==> config.mk <==
export PLATFORM = sky130hd
export DESIGN_NAME = demux1to4b4_reg
export DESIGN_NICKNAME = d
export VERILOG_FILES = /design/src/rtl/demux1to4b4_reg_pkg.sv /design/src/rtl/demux1to4b4_reg_scan_slot_counter.sv /design/src/rtl/demux1to4b4_reg.sv
export SDC_FILE = /design/constraint.sdc
export NUM_CORES = 1
export LEC_CHECK = 0
export ABC_AREA = 1
export BUFFER_PORTS_ARGS = -buffer_cell sky130_fd_sc_hd__buf_2
export CAP_MARGIN = 40
export CORE_MARGIN = 2
export CORE_UTILIZATION = 50
export CTS_BUF_LIST = sky130_fd_sc_hd__clkbuf_8
export DETAILED_ROUTE_END_ITERATION = 8
export GPL_ROUTABILITY_DRIVEN = 0
export GPL_TIMING_DRIVEN = 0
export PLACE_DENSITY = 0.81
export SLEW_MARGIN = 20
export SYNTH_ARGS = -nofsm -noshare
export SYNTH_HDL_FRONTEND = slang
export SYNTH_HIERARCHICAL = 1
export SYNTH_SLANG_ARGS = --single-unit
==> constraint.sdc <==
create_clock -name clk -period 2.44 [get_ports clk]
set_clock_uncertainty 0.1 [all_clocks]
set_input_delay 0 -clock clk [delete_from_list [all_inputs] [get_ports clk]]
set_output_delay 0 -clock clk [all_outputs]
set_load 0.05 [all_outputs]
==> src/rtl/demux1to4b4_reg_pkg.sv <==
// Shared types and constants for the registered 1-to-4 nibble demultiplexer
// and its scan counter.
package demux1to4b4_reg_pkg;

  localparam int W_DEF = 4;
  localparam int SLOT_W = 2;
  localparam logic [3:0] FRAME_FULL = 4'b1111;

  function automatic logic [3:0] onehot2to4(input logic [SLOT_W-1:0] idx);
    logic [3:0] r;
    case (idx)
      2'd0:    r = 4'b0001;
      2'd1:    r = 4'b0010;
      2'd2:    r = 4'b0100;
      2'd3:    r = 4'b1000;
      default: r = 4'b0000;
    endcase
    return r;
  endfunction

endpackage

==> src/rtl/demux1to4b4_reg_scan_slot_counter.sv <==
// Clock divider plus 2-bit slot counter; the slot advances each time the
// divider wraps. Also used by the matching mux-side scanner.
module scan_slot_counter
  import demux1to4b4_reg_pkg::*;
#(
  parameter int SCAN_DIV = 4
) (
  input  logic              clk,
  input  logic              rst,
  input  logic              clr_i,
  input  logic              en_i,
  output logic [SLOT_W-1:0] slot_o,
  output logic [SLOT_W-1:0] slot_nxt_o
);

  localparam int DIV_W = (SCAN_DIV > 1) ? $clog2(SCAN_DIV) : 1;
  localparam logic [DIV_W-1:0] DIV_LAST = DIV_W'(SCAN_DIV - 1);

  logic [DIV_W-1:0]  div_q, div_d;
  logic [SLOT_W-1:0] slot_q, slot_d;

  always_comb begin
    div_d  = div_q;
    slot_d = slot_q;
    if (clr_i) begin
      div_d  = '0;
      slot_d = '0;
    end else if (en_i) begin
      if (div_q == DIV_LAST) begin
        div_d  = '0;
        slot_d = slot_q + 2'd1;
      end else begin
        div_d = div_q + DIV_W'(1);
      end
    end else begin
      div_d  = div_q;
      slot_d = slot_q;
    end
  end

  always_ff @(posedge clk) begin
    if (rst) begin
      div_q  <= '0;
      slot_q <= '0;
    end else begin
      div_q  <= div_d;
      slot_q <= slot_d;
    end
  end

  assign slot_o     = slot_q;
  assign slot_nxt_o = slot_d;

endmodule

==> src/rtl/demux1to4b4_reg.sv <==
// Registered 1-to-4 demultiplexer: routes a time-multiplexed W-bit stream into
// four holding registers, selected manually or by an internal scan counter.
module demux1to4b4_reg
  import demux1to4b4_reg_pkg::*;
#(
  parameter int W        = W_DEF,
  parameter int SCAN_DIV = 4
) (
  input  logic              clk,
  input  logic              rst,
  input  logic              auto,
  input  logic [SLOT_W-1:0] S,
  input  logic [W-1:0]      I,
  input  logic              valid,
  output logic [W-1:0]      o0,
  output logic [W-1:0]      o1,
  output logic [W-1:0]      o2,
  output logic [W-1:0]      o3,
  output logic [SLOT_W-1:0] sel_cur,
  output logic [3:0]        filled,
  output logic              frame_done
);

  logic [3:0][W-1:0]  o_q, o_d;
  logic [SLOT_W-1:0]  sel_cur_q, sel_cur_d;
  logic [3:0]         filled_q, filled_d;
  logic               frame_done_q, frame_done_d;
  logic               auto_q;
  logic               mode_chg;
  logic [SLOT_W-1:0]  slot, slot_nxt, ch;
  logic [3:0]         filled_nxt;

  // A mode change restarts the frame and the scan, and swallows that cycle's write.
  assign mode_chg = auto ^ auto_q;
  assign ch       = auto ? slot : S;

  scan_slot_counter #(
    .SCAN_DIV(SCAN_DIV)
  ) u_scan (
    .clk       (clk),
    .rst       (rst),
    .clr_i     (mode_chg),
    .en_i      (auto),
    .slot_o    (slot),
    .slot_nxt_o(slot_nxt)
  );

  always_comb begin
    o_d          = o_q;
    filled_d     = filled_q;
    frame_done_d = 1'b0;
    filled_nxt   = filled_q | onehot2to4(ch);
    if (mode_chg) begin
      filled_d = 4'b0000;
    end else if (valid) begin
      o_d[ch] = I;
      if (filled_nxt == FRAME_FULL) begin
        filled_d     = 4'b0000;
        frame_done_d = 1'b1;
      end else begin
        filled_d = filled_nxt;
      end
    end else begin
      filled_d = filled_q;
    end
  end

  always_comb begin
    sel_cur_d = sel_cur_q;
    if (auto) begin
      sel_cur_d = slot_nxt;
    end else if (valid && !mode_chg) begin
      sel_cur_d = S;
    end else begin
      sel_cur_d = sel_cur_q;
    end
  end

  // auto_q tracks auto even through reset so leaving reset is never a mode change.
  always_ff @(posedge clk) begin
    if (rst) begin
      o_q          <= '0;
      sel_cur_q    <= '0;
      filled_q     <= 4'b0000;
      frame_done_q <= 1'b0;
      auto_q       <= auto;
    end else begin
      o_q          <= o_d;
      sel_cur_q    <= sel_cur_d;
      filled_q     <= filled_d;
      frame_done_q <= frame_done_d;
      auto_q       <= auto;
    end
  end

  assign o0         = o_q[0];
  assign o1         = o_q[1];
  assign o2         = o_q[2];
  assign o3         = o_q[3];
  assign sel_cur    = sel_cur_q;
  assign filled     = filled_q;
  assign frame_done = frame_done_q;

endmodule

==> impl_metrics.prom, run 1 <==
# TYPE chip_impl_metric gauge
chip_impl_info{name="status",value="completed"} 1
chip_impl_metric{name="core_area",unit="mm^2"} 0.00252
chip_impl_metric{name="area_growth",unit="%"} 23.3
chip_impl_metric{name="drc",unit=""} 0
chip_impl_metric{name="floorplan.initialDensity",unit="%"} 54.1
chip_impl_metric{name="syn-num-nets",unit=""} 183
chip_impl_metric{name="drtPass1Iterations",unit=""} 4
chip_impl_metric{name="timing.max_slew.rel_slack",unit="%"} 63.2
chip_impl_metric{name="number_of_antenna_violations_at_the_first_check_in_global_routing",unit=""} 0
chip_impl_info{name="criticalPathCategory",value="input port to flop"} 1
chip_impl_metric{name="number_of_ports_placed_on_the_die_boundary",unit=""} 33
chip_impl_metric{name="core.rowCount",unit=""} 18
chip_impl_metric{name="synth_seq_cells",unit=""} 28
chip_impl_info{name="layout.cells.most_common",value="sky130_fd_sc_hd__nand2_1"} 1
chip_impl_metric{name="report.final.slew_viol_count",unit=""} 0
chip_impl_metric{name="use_met1",unit="%"} 21.3
chip_impl_metric{name="via_count_of_the_first_global_routing_pass",unit=""} 1165
chip_impl_metric{name="tns",unit="ns"} 0
chip_impl_metric{name="cts-htree-levels",unit=""} 1
chip_impl_info{name="cts_tree",value="yes"} 1
chip_impl_metric{name="die_width",unit="um"} 56.2
chip_impl_metric{name="die_y",unit="um"} 56.2
chip_impl_metric{name="first_iter_violations",unit=""} 60
chip_impl_metric{name="maxCapViolCount",unit=""} 0
chip_impl_metric{name="globalRouteMet3Util",unit="%"} 3.49
chip_impl_metric{name="layout_min_cycle_time",unit="ns"} 1.54
chip_impl_info{name="rsz0062_at_grt",value="no"} 1
chip_impl_metric{name="via_density_per_instance",unit=""} 4.96
chip_impl_metric{name="critical_path_arrival",unit="ns"} 1.62
chip_impl_metric{name="synth.yosys.seq_area_share",unit="%"} 41.1
chip_impl_info{name="global_route.peak_usage_layer",value="met2"} 1
chip_impl_metric{name="powerDensity",unit="mW/mm^2"} 552
chip_impl_info{name="min_path_type",value="input port to flop"} 1
chip_impl_metric{name="p_total",unit="uW"} 928
chip_impl_metric{name="wire_length_of_the_first_global_routing_pass",unit="um"} 4840
chip_impl_metric{name="tritoncts.num_buffers",unit=""} 3
chip_impl_metric{name="overflow_left_after_global_routing",unit=""} 0
chip_impl_metric{name="ant_nets",unit=""} 0
chip_impl_info{name="layout.cells.most_common_list",value="49 x sky130_fd_sc_hd__nand2_1, 32 x sky130_fd_sc_hd__buf_2, 28 x sky130_fd_sc_hd__dfxtp_1"} 1
chip_impl_metric{name="layout-drive-gt1-share",unit="%"} 36.9
chip_impl_metric{name="post_synth_num_cell_types",unit=""} 27
chip_impl_info{name="critical_path.startpoint_type",value="input port"} 1
chip_impl_metric{name="postSynthAreaPerCell",unit="um^2"} 7.93
chip_impl_metric{name="globalRouteTotalUtil",unit="%"} 19.1
chip_impl_metric{name="worst_skew_pair.late_latency",unit="ns"} 0.28
chip_impl_metric{name="post_cts_buffers",unit=""} 0
chip_impl_metric{name="via_count",unit=""} 1211
chip_impl_info{name="yosys_most_used_dff",value="sky130_fd_sc_hd__dfxtp_1"} 1
chip_impl_metric{name="crit_required",unit="ns"} 2.52
chip_impl_metric{name="syn-cell-area",unit="mm^2"} 0.00136
chip_impl_metric{name="power.leakage",unit="uW"} 0.000819
chip_impl_metric{name="use_met2",unit="%"} 36.5
chip_impl_metric{name="grt_max_degree",unit=""} 16
chip_impl_metric{name="fillCellCount",unit=""} 213
chip_impl_metric{name="die_area",unit="mm^2"} 0.00316
chip_impl_metric{name="post_cts_resize_count",unit=""} 0
chip_impl_metric{name="routed_wirelength",unit="um"} 2850
chip_impl_info{name="clock_root_buffer",value="sky130_fd_sc_hd__clkbuf_8"} 1
chip_impl_metric{name="ir_worst_vdd",unit="V"} 0.000395
chip_impl_metric{name="holdBufCountCts",unit=""} 7
chip_impl_metric{name="setup-violations-final",unit=""} 0
chip_impl_metric{name="number_of_cells_produced_by_synthesis",unit=""} 172
chip_impl_metric{name="final_nets",unit=""} 226
chip_impl_metric{name="antenna_cells",unit=""} 0
chip_impl_metric{name="number_of_buffers_between_clock_root_and_the_deepest_sink",unit=""} 2
chip_impl_metric{name="placement.io_buffers",unit=""} 31
chip_impl_metric{name="worst_slew_pin_slew",unit="ns"} 0.551
chip_impl_info{name="worst_setup_path_end_kind",value="flop"} 1
chip_impl_metric{name="worst_setup_hold_path_clk_slew",unit="ns"} 0.10
chip_impl_metric{name="clock.fmax",unit="MHz"} 651
chip_impl_metric{name="ys_async_sr_fraction",unit="%"} 0
chip_impl_metric{name="finalHoldViolCount",unit=""} 0
chip_impl_metric{name="yosysWarningCount",unit=""} 6
chip_impl_metric{name="number_of_flops_mapped_to_enable_cells_by_yosys",unit=""} 0
chip_impl_metric{name="routedWlPerCell",unit="um"} 11.7
chip_impl_metric{name="detailed_place_hpwl",unit="um"} 2170
chip_impl_metric{name="period_share",unit="%"} 63.0
chip_impl_metric{name="clkSinkCount",unit=""} 28
chip_impl_metric{name="worstPathMaxFanout",unit=""} 8
==> logic make-up after synthesis <==
kind of cell / after synthesis / synth area share [%]
flops: 28 / 41.1
xor+xnor: 1 / 0.642
compound gates: 28 / 13.6
fa+ha+maj: 1 / 0.917
simple gates: 87 / 35.0
buf+inv: 27 / 8.72
==> Yosys cell counts (2+ instances only) <==
master / n / area, um^2
sky130_fd_sc_hd__nand2_1: 49 / 184
sky130_fd_sc_hd__dfxtp_1: 28 / 561
sky130_fd_sc_hd__inv_1: 14 / 52.6
sky130_fd_sc_hd__a21oi_1: 12 / 60.1
sky130_fd_sc_hd__nor2_1: 11 / 41.3
sky130_fd_sc_hd__a21oi_2: 9 / 78.8
sky130_fd_sc_hd__nand2_2: 9 / 56.3
sky130_fd_sc_hd__inv_2: 7 / 26.3
sky130_fd_sc_hd__nand2_4: 5 / 56.3
sky130_fd_sc_hd__nor2_8: 4 / 80.1
sky130_fd_sc_hd__nand3_1: 3 / 15.0
sky130_fd_sc_hd__nor2_2: 3 / 18.8
sky130_fd_sc_hd__o211ai_1: 3 / 22.5
sky130_fd_sc_hd__o21ai_0: 2 / 10.0
==> worst max-delay path: stages <==
cell	delay, ns
sky130_fd_sc_hd__dlygate4sd3_1	0.53
sky130_fd_sc_hd__buf_2	0.17
sky130_fd_sc_hd__buf_6	0.15
sky130_fd_sc_hd__nand2_2	0.07
sky130_fd_sc_hd__inv_2	0.04
sky130_fd_sc_hd__nor2_2	0.13
sky130_fd_sc_hd__nand2_2	0.13
sky130_fd_sc_hd__nand2_2	0.10
sky130_fd_sc_hd__nand2_2	0.06
sky130_fd_sc_hd__nor2_2	0.15
sky130_fd_sc_hd__a21oi_1	0.08
==> report_power, final <==
group / switching [uW] / internal, uW
clock network: 152 / 145
registers: 7.06 / 469
logic: 108 / 47.4
total: 267 / 661
==> per-stage QoR <==
| step | hold slack, ns | utilization [%] | instance area, um^2 | instances | setup WS, ns |
|---|---|---|---|---|---|
| after detailed placement | 0.112 | 61.7 | 1560 | 233 | 1.06 |
| after global placement | 0.108 | 61.7 | 1560 | 233 | 1.11 |
| final | 0.0153 | 66.7 | 1680 | 244 | 0.904 |
| after floorplan | -0.0723 | - | 1360 | 172 | 1.12 |
| after global routing | 0.0525 | 66.7 | 1680 | 244 | 0.784 |
| after CTS | 0.0154 | 66.7 | 1680 | 244 | 0.898 |
==> per-layer routing <==
metal,wire [um],part of all wire (%),vias to the layer above
met5,0,0,-
met4,34,1.2,0
met3,133,4.7,5
met2,1510,53,35
met1,1180,41,555
li1,-,-,616
==> registers in the layout, indices dropped and copies added (netlist names) <==
name,count
filled,4
u_scan/slot_o,2
o2,4
auto_q,1
u_scan/div_q,2
frame_done,1
o0,4
sel_cur,2
o3,4
o1,4
==> cell type report <==
| cell class | count | area [um^2] | share of cell area [%] |
|---|---|---|---|
| Sequential cell | 28 | 561 | 33.3 |
| Buffer | 4 | 25.0 | 1.49 |
| Timing Repair Buffer | 38 | 225 | 13.4 |
| Multi-Input combinational cell | 117 | 684 | 40.7 |
| Inverter | 23 | 93.8 | 5.58 |
| Tap cell | 30 | 37.5 | 2.23 |
| Clock buffer | 4 | 55.1 | 3.27 |
==> path summary, 6_finish.rpt <==
kind,startpoint,end,slack (ns),cells past startpoint
worst max-delay path,auto,filled[2],0.90,11
worst min-delay path,S[0],sel_cur[0],0.02,5
worst min register to register,o0[1],o0[1],0.37,2
worst max register to register,auto_q,o3[1],1.07,9
Power figures use the tool's default switching activity.
==> run 2: changes to the inputs <==
- CORE_UTILIZATION: 50 -> 49
- PLACE_DENSITY: 0.81 -> 0.83
- clock period: 2.44 -> 1.3 ns (I/O delays scaled with it)
==> impl_metrics.prom, run 2 (synthesized netlist as in run 1, its figures left out) <==
# TYPE chip_impl_metric gauge
chip_impl_metric{name="drtPass1Iterations",unit=""} 4
chip_impl_metric{name="die_y",unit="um"} 56.8
chip_impl_metric{name="period_share",unit="%"} 98.7
chip_impl_metric{name="power.leakage",unit="uW"} 0.000857
chip_impl_metric{name="worst_skew_pair.late_latency",unit="ns"} 0.28
chip_impl_metric{name="die_width",unit="um"} 56.8
chip_impl_metric{name="final_nets",unit=""} 229
chip_impl_info{name="clock_root_buffer",value="sky130_fd_sc_hd__clkbuf_8"} 1
chip_impl_metric{name="report.final.slew_viol_count",unit=""} 0
chip_impl_info{name="startpoint",value="u_scan/slot_o[0]"} 1
chip_impl_metric{name="floorplan.initialDensity",unit="%"} 50.3
chip_impl_metric{name="internal_power",unit="uW"} 1390
chip_impl_metric{name="core_area",unit="mm^2"} 0.00271
chip_impl_metric{name="detailed_place_hpwl",unit="um"} 2000
chip_impl_metric{name="finalHoldViolCount",unit=""} 0
chip_impl_metric{name="power.switching",unit="uW"} 508
chip_impl_info{name="worst_r2r_startpoint",value="u_scan/slot_o[0]"} 1
chip_impl_info{name="critical_path.startpoint_type",value="flop"} 1
chip_impl_metric{name="number_of_antenna_violations_at_the_first_check_in_global_routing",unit=""} 0
chip_impl_metric{name="crit_required",unit="ns"} 1.37
chip_impl_info{name="status",value="completed"} 1
chip_impl_info{name="layout.cells.most_common_list",value="36 x sky130_fd_sc_hd__nand2_1, 32 x sky130_fd_sc_hd__buf_2, 21 x sky130_fd_sc_hd__dfxtp_1"} 1
chip_impl_metric{name="cell_count_post_placement",unit=""} 234
chip_impl_metric{name="maxCapViolCount",unit=""} 0
chip_impl_info{name="criticalPathCategory",value="flop to flop"} 1
chip_impl_metric{name="via_count_of_the_first_global_routing_pass",unit=""} 1107
chip_impl_metric{name="cts-htree-levels",unit=""} 1
chip_impl_metric{name="ir_worst_vdd",unit="V"} 0.00110
chip_impl_info{name="min_path_type",value="input port to flop"} 1
chip_impl_metric{name="via_count",unit=""} 1200
chip_impl_metric{name="number_of_buffers_between_clock_root_and_the_deepest_sink",unit=""} 2
chip_impl_metric{name="setup-violations-final",unit=""} 0
chip_impl_metric{name="clock.fmax",unit="MHz"} 779
chip_impl_metric{name="critical_path_arrival",unit="ns"} 1.35
chip_impl_metric{name="r2r_cells",unit=""} 8
chip_impl_metric{name="wire_length_of_the_first_global_routing_pass",unit="um"} 4670
chip_impl_metric{name="overflow_left_after_global_routing",unit=""} 0
chip_impl_info{name="rsz0062_at_grt",value="yes"} 1
chip_impl_metric{name="timing.max_slew.rel_slack",unit="%"} 60.7
chip_impl_metric{name="power_frac_clock",unit="%"} 36.4
chip_impl_metric{name="placement.io_buffers",unit=""} 31
chip_impl_metric{name="routed_wirelength",unit="um"} 2850
chip_impl_metric{name="number_of_ports_placed_on_the_die_boundary",unit=""} 33
chip_impl_info{name="cts_tree",value="yes"} 1
chip_impl_metric{name="layout-drive-gt1-share",unit="%"} 47.9
chip_impl_info{name="worst_setup_path_end_kind",value="flop"} 1
chip_impl_metric{name="setup_slack_reg_to_reg",unit="ns"} 0.02
chip_impl_metric{name="powerDensity",unit="mW/mm^2"} 1050
chip_impl_metric{name="final_cell_count_no_fill",unit=""} 248
chip_impl_metric{name="finish.instance_area",unit="mm^2"} 0.00182
chip_impl_metric{name="layout_min_cycle_time",unit="ns"} 1.28
chip_impl_info{name="layout.cells.most_common",value="sky130_fd_sc_hd__nand2_1"} 1
chip_impl_metric{name="place_area",unit="mm^2"} 0.00156
chip_impl_metric{name="core.rowCount",unit=""} 19
chip_impl_metric{name="area_growth",unit="%"} 33.5
chip_impl_metric{name="worst_setup_hold_path_clk_slew",unit="ns"} 0.09
chip_impl_metric{name="globalRouteTotalUtil",unit="%"} 18.3
chip_impl_metric{name="power_frac_seq",unit="%"} 47.1
chip_impl_metric{name="drc",unit=""} 0
chip_impl_metric{name="tritoncts.num_buffers",unit=""} 3
chip_impl_metric{name="routedWlPerCell",unit="um"} 11.5
chip_impl_metric{name="ant_nets",unit=""} 0
chip_impl_info{name="r2r_end",value="filled[2]"} 1
chip_impl_metric{name="via_density_per_instance",unit=""} 4.84
chip_impl_metric{name="clkSinkCount",unit=""} 28
chip_impl_metric{name="power.share.combinational",unit="%"} 16.5
chip_impl_metric{name="worstPathMaxFanout",unit=""} 4
chip_impl_metric{name="power_switching_share",unit="%"} 26.7
chip_impl_metric{name="die_area",unit="mm^2"} 0.00322
chip_impl_metric{name="first_iter_violations",unit=""} 29
chip_impl_metric{name="antenna_cells",unit=""} 0
chip_impl_info{name="critical_path.endpoint",value="filled[2]"} 1
chip_impl_metric{name="worst_slew_pin_slew",unit="ns"} 0.589
chip_impl_metric{name="tns",unit="ns"} 0
chip_impl_metric{name="grt_max_degree",unit=""} 17
-- run 2: cell count changes in the layout (fill, tap and decap cells not counted), sizes merged --
cell         change
clkbuf           -1
dlygate4sd3      +1
bufinv           +1
buf              +2
-- run 2: repair_timing --
| item | 4_1_cts | 5_1_grt |
|---|---|---|
| endpoints found under the hold margin | 25 | 0 |
| hold buffers | 8 | 0 |
| pin swaps | 4 | 5 |
| setup endpoints to repair | 18 | 23 |
| resized for setup | 10 | 23 |
| setup buffers | 2 | 0 |
-- run 2: how the worst min path moves through the flow --
| stage | startpoint | to | slack (ns) | depth (start not counted) |
|---|---|---|---|---|
| global placement | rst | u_scan/slot_o[0] | 0.11 | 2 |
| global route | auto | u_scan/slot_o[0] | 0.02 | 4 |
| CTS | auto | u_scan/slot_o[0] | 0.004 | 4 |
| floorplan | auto | auto_q | -0.07 | 0 |
| finish | S[0] | sel_cur[0] | 0.02 | 5 |
| detailed placement | rst | u_scan/slot_o[1] | 0.11 | 2 |
-- run 2: worst max-delay path: stages (launching register included) --
cell,delay (ns)
sky130_fd_sc_hd__dfxtp_4,0.37
sky130_fd_sc_hd__nand2_2,0.10
sky130_fd_sc_hd__inv_2,0.05
sky130_fd_sc_hd__nor2_4,0.11
sky130_fd_sc_hd__nand2_4,0.09
sky130_fd_sc_hd__nand2_2,0.08
sky130_fd_sc_hd__nand2_2,0.07
sky130_fd_sc_hd__nor2_4,0.12
sky130_fd_sc_hd__a21oi_1,0.07
-- run 2: metal layers --
layer  routed length, um  part of all wire, %  track usage (%)  up-vias
li1                    -                    -                -      628
met1                1280                   45             20.3      541
met2                1390                   49             33.4       27
met3                 151                  5.3             5.76        4
met4                  23                 0.81             4.98        0
met5                   0                    0                0        -
-- run 2: per-stage QoR --
stage	power, uW	util (%)	setup slack [ns]	hold WS, ns
CTS	1900	64.7	-0.0144	0.00412
detailed placement	1190	57.6	-0.0582	0.106
global placement	1180	57.6	-0.0380	0.109
floorplan	1120	-	0.0282	-0.0723
finish	1900	67.2	0.0169	0.0185
global route	1980	67.2	-0.0753	0.0159
-- run 2: power groups by stage --
stage,clock network (uW),registers [uW],logic [uW]
5_1_grt,738,899,339
4_1_cts,704,894,304
6_report,693,896,314
2_1_floorplan,0,972,149
3_3_place_gp,0,913,268
3_5_place_dp,0,914,272
-- run 2: cell type report --
type,instances,area (um^2)
Clock inverter,1,30.0
Timing Repair Buffer,41,250
Tap cell,31,38.8
Inverter,23,106
Buffer,4,25.0
Fill cell,236,890
Clock buffer,3,41.3
Sequential cell,28,572
Multi-Input combinational cell,117,757
==> run 3: changes to the inputs <==
- CORE_UTILIZATION: 49 -> 50
- PLACE_DENSITY: 0.83 -> 0.81
- clock period: 1.3 -> 1.2 ns (I/O delays scaled with it)
==> impl_metrics.prom, run 3 (synthesized netlist as in run 1, its figures left out) <==
# TYPE chip_impl_metric gauge
chip_impl_metric{name="setup_slack",unit="ns"} -0.0961
chip_impl_metric{name="detailed_place_hpwl",unit="um"} 2030
chip_impl_metric{name="die_width",unit="um"} 56.2
chip_impl_metric{name="area.sequential",unit="um^2"} 574
chip_impl_metric{name="maxCapViolCount",unit=""} 0
chip_impl_metric{name="crit_required",unit="ns"} 1.24
chip_impl_info{name="layout.cells.most_common_list",value="39 x sky130_fd_sc_hd__nand2_1, 32 x sky130_fd_sc_hd__buf_2, 19 x sky130_fd_sc_hd__dfxtp_1"} 1
chip_impl_metric{name="timing.max_slew.rel_slack",unit="%"} 63.0
chip_impl_metric{name="globalRouteTotalUtil",unit="%"} 20.7
chip_impl_metric{name="floorplan.initialDensity",unit="%"} 54.1
chip_impl_metric{name="ant_nets",unit=""} 0
chip_impl_metric{name="cts-htree-levels",unit=""} 1
chip_impl_metric{name="drc",unit=""} 0
chip_impl_metric{name="setup_slack_reg_to_reg",unit="ns"} -0.1
chip_impl_metric{name="number_of_ports_placed_on_the_die_boundary",unit=""} 33
chip_impl_metric{name="die_y",unit="um"} 56.2
chip_impl_metric{name="area_growth",unit="%"} 33.0
chip_impl_metric{name="worstPathMaxFanout",unit=""} 5
chip_impl_info{name="criticalPathCategory",value="flop to flop"} 1
chip_impl_metric{name="clkSinkCount",unit=""} 28
chip_impl_metric{name="setup-violations-final",unit=""} 23
chip_impl_info{name="violations",value="negative setup slack"} 1
chip_impl_info{name="min_path_type",value="input port to flop"} 1
chip_impl_info{name="cts_tree",value="yes"} 1
chip_impl_metric{name="cell_count_post_placement",unit=""} 233
chip_impl_metric{name="ir_worst_vdd",unit="V"} 0.000783
chip_impl_metric{name="clock.fmax",unit="MHz"} 772
chip_impl_metric{name="final_cell_count_no_fill",unit=""} 248
chip_impl_metric{name="multi_input_comb_area",unit="um^2"} 758
chip_impl_info{name="layout.cells.most_common",value="sky130_fd_sc_hd__nand2_1"} 1
chip_impl_metric{name="placement.io_buffers",unit=""} 31
chip_impl_metric{name="core.rowCount",unit=""} 18
chip_impl_metric{name="overflow_left_after_global_routing",unit=""} 0
chip_impl_metric{name="layout-drive-gt1-share",unit="%"} 48.6
chip_impl_metric{name="min_delay_path_depth",unit=""} 3
chip_impl_info{name="rsz0062_at_grt",value="yes"} 1
chip_impl_metric{name="via_count",unit=""} 1245
chip_impl_metric{name="number_of_antenna_violations_at_the_first_check_in_global_routing",unit=""} 0
chip_impl_info{name="worst_setup_path_end_kind",value="flop"} 1
chip_impl_info{name="critical_path.startpoint_type",value="flop"} 1
chip_impl_metric{name="drtPass1Iterations",unit=""} 4
chip_impl_metric{name="die_area",unit="mm^2"} 0.00316
chip_impl_metric{name="finalHoldViolCount",unit=""} 0
chip_impl_metric{name="layout_min_cycle_time",unit="ns"} 1.30
chip_impl_metric{name="via_density_per_instance",unit=""} 5.02
chip_impl_metric{name="powerDensity",unit="mW/mm^2"} 1040
chip_impl_metric{name="worst_slew_pin_slew",unit="ns"} 0.555
chip_impl_metric{name="tritoncts.num_buffers",unit=""} 3
chip_impl_metric{name="final_core_util",unit="%"} 71.9
chip_impl_metric{name="fillCellCount",unit=""} 194
chip_impl_info{name="clock_root_buffer",value="sky130_fd_sc_hd__clkbuf_8"} 1
chip_impl_metric{name="routed_wirelength",unit="um"} 2940
chip_impl_metric{name="period_share",unit="%"} 108
chip_impl_metric{name="routedWlPerCell",unit="um"} 11.9
chip_impl_metric{name="worst_setup_hold_path_clk_slew",unit="ns"} 0.09
chip_impl_metric{name="antenna_cells",unit=""} 0
chip_impl_metric{name="via_count_of_the_first_global_routing_pass",unit=""} 1234
chip_impl_metric{name="core_area",unit="mm^2"} 0.00252
chip_impl_metric{name="first_iter_violations",unit=""} 29
chip_impl_metric{name="grt_max_degree",unit=""} 16
chip_impl_metric{name="power.leakage",unit="uW"} 0.000857
chip_impl_metric{name="wire_length_of_the_first_global_routing_pass",unit="um"} 5240
chip_impl_metric{name="final_nets",unit=""} 230
chip_impl_metric{name="tns",unit="ns"} -1.40
chip_impl_info{name="status",value="complete, but fails checks"} 1
chip_impl_metric{name="r2r_cells",unit=""} 9
chip_impl_metric{name="critical_path_arrival",unit="ns"} 1.34
chip_impl_metric{name="number_of_buffers_between_clock_root_and_the_deepest_sink",unit=""} 2
chip_impl_metric{name="report.final.slew_viol_count",unit=""} 0
chip_impl_metric{name="worst_skew_pair.late_latency",unit="ns"} 0.27
==> run 3: changes by cell type in the layout (fill, tap and decap cells not counted), sizes merged <==
cell	previous run	this run
dlygate4sd3	8	9
bufinv	1	0
clkbuf	5	6
==> run 3: stage by stage <==
stage	instance area, um^2	worst slack [ns]	power (uW)	hold slack, ns
floorplan	1380	0.00235	1220	-0.0723
detailed placement	1570	-0.104	1290	0.110
finish	1810	-0.0961	1890	0.00807
global placement	1570	-0.0726	1280	0.0992
global route	1810	-0.178	1970	0.0201
CTS	1790	-0.0920	1890	0.00250
==> run 3: critical path, stage by stage (launching register included) <==
cell and delay (ns):
sky130_fd_sc_hd__dfxtp_2 0.37, sky130_fd_sc_hd__inv_2 0.04, sky130_fd_sc_hd__nand2_2 0.07, sky130_fd_sc_hd__nand2_4 0.09, sky130_fd_sc_hd__nor2_8 0.14, sky130_fd_sc_hd__inv_8 0.07
sky130_fd_sc_hd__nor2_8 0.12, sky130_fd_sc_hd__inv_4 0.05, sky130_fd_sc_hd__nand2_1 0.06, sky130_fd_sc_hd__a21oi_1 0.06
==> run 3: path summary, 6_finish.rpt <==
path / end / start
hold / removal: filled[2] / valid
setup reg to reg: o3[1] / auto_q
setup / recovery: o3[1] / auto_q
hold reg to reg: o2[2] / o2[2]
==> run 3: area by class of cell <==
class                           instances  share of cell area [%]
Buffer                                  4                    1.38
Timing Repair Buffer                   42                    14.3
Sequential cell                        28                    31.7
Clock buffer                            4                    3.03
Inverter                               23                    5.72
Tap cell                               30                    2.07
Multi-Input combinational cell        117                    41.8
==> run 3: layer usage <==
| layer | share of wire [%] | wire length, um | global-route usage [%] | up-vias |
|---|---|---|---|---|
| li1 | - | - | - | 630 |
| met1 | 42 | 1230 | 23.0 | 580 |
| met2 | 52 | 1530 | 38.7 | 31 |
| met3 | 4.6 | 135 | 3.02 | 4 |
| met4 | 1.7 | 50 | 8.50 | 0 |
| met5 | 0 | 0 | 0 | - |
==> run 3: report_power, final <==
| part | leakage, uW | internal [uW] | switching (uW) | total, uW |
|---|---|---|---|---|
| logic | 0.000597 | 110 | 230 | 340 |
| registers | 0.000231 | 953 | 17.7 | 971 |
| clock network | 0.0000288 | 294 | 287 | 581 |
| total | 0.000857 | 1360 | 535 | 1890 |
==> run 3: what timing repair did <==
item | CTS | global route
pin swaps | 3 | 1
endpoints found under the setup margin | 23 | 24
hold buffers | 9 | 0
setup buffers | 1 | 1
resized for setup | 19 | 6
hold endpoints to repair | 25 | 0
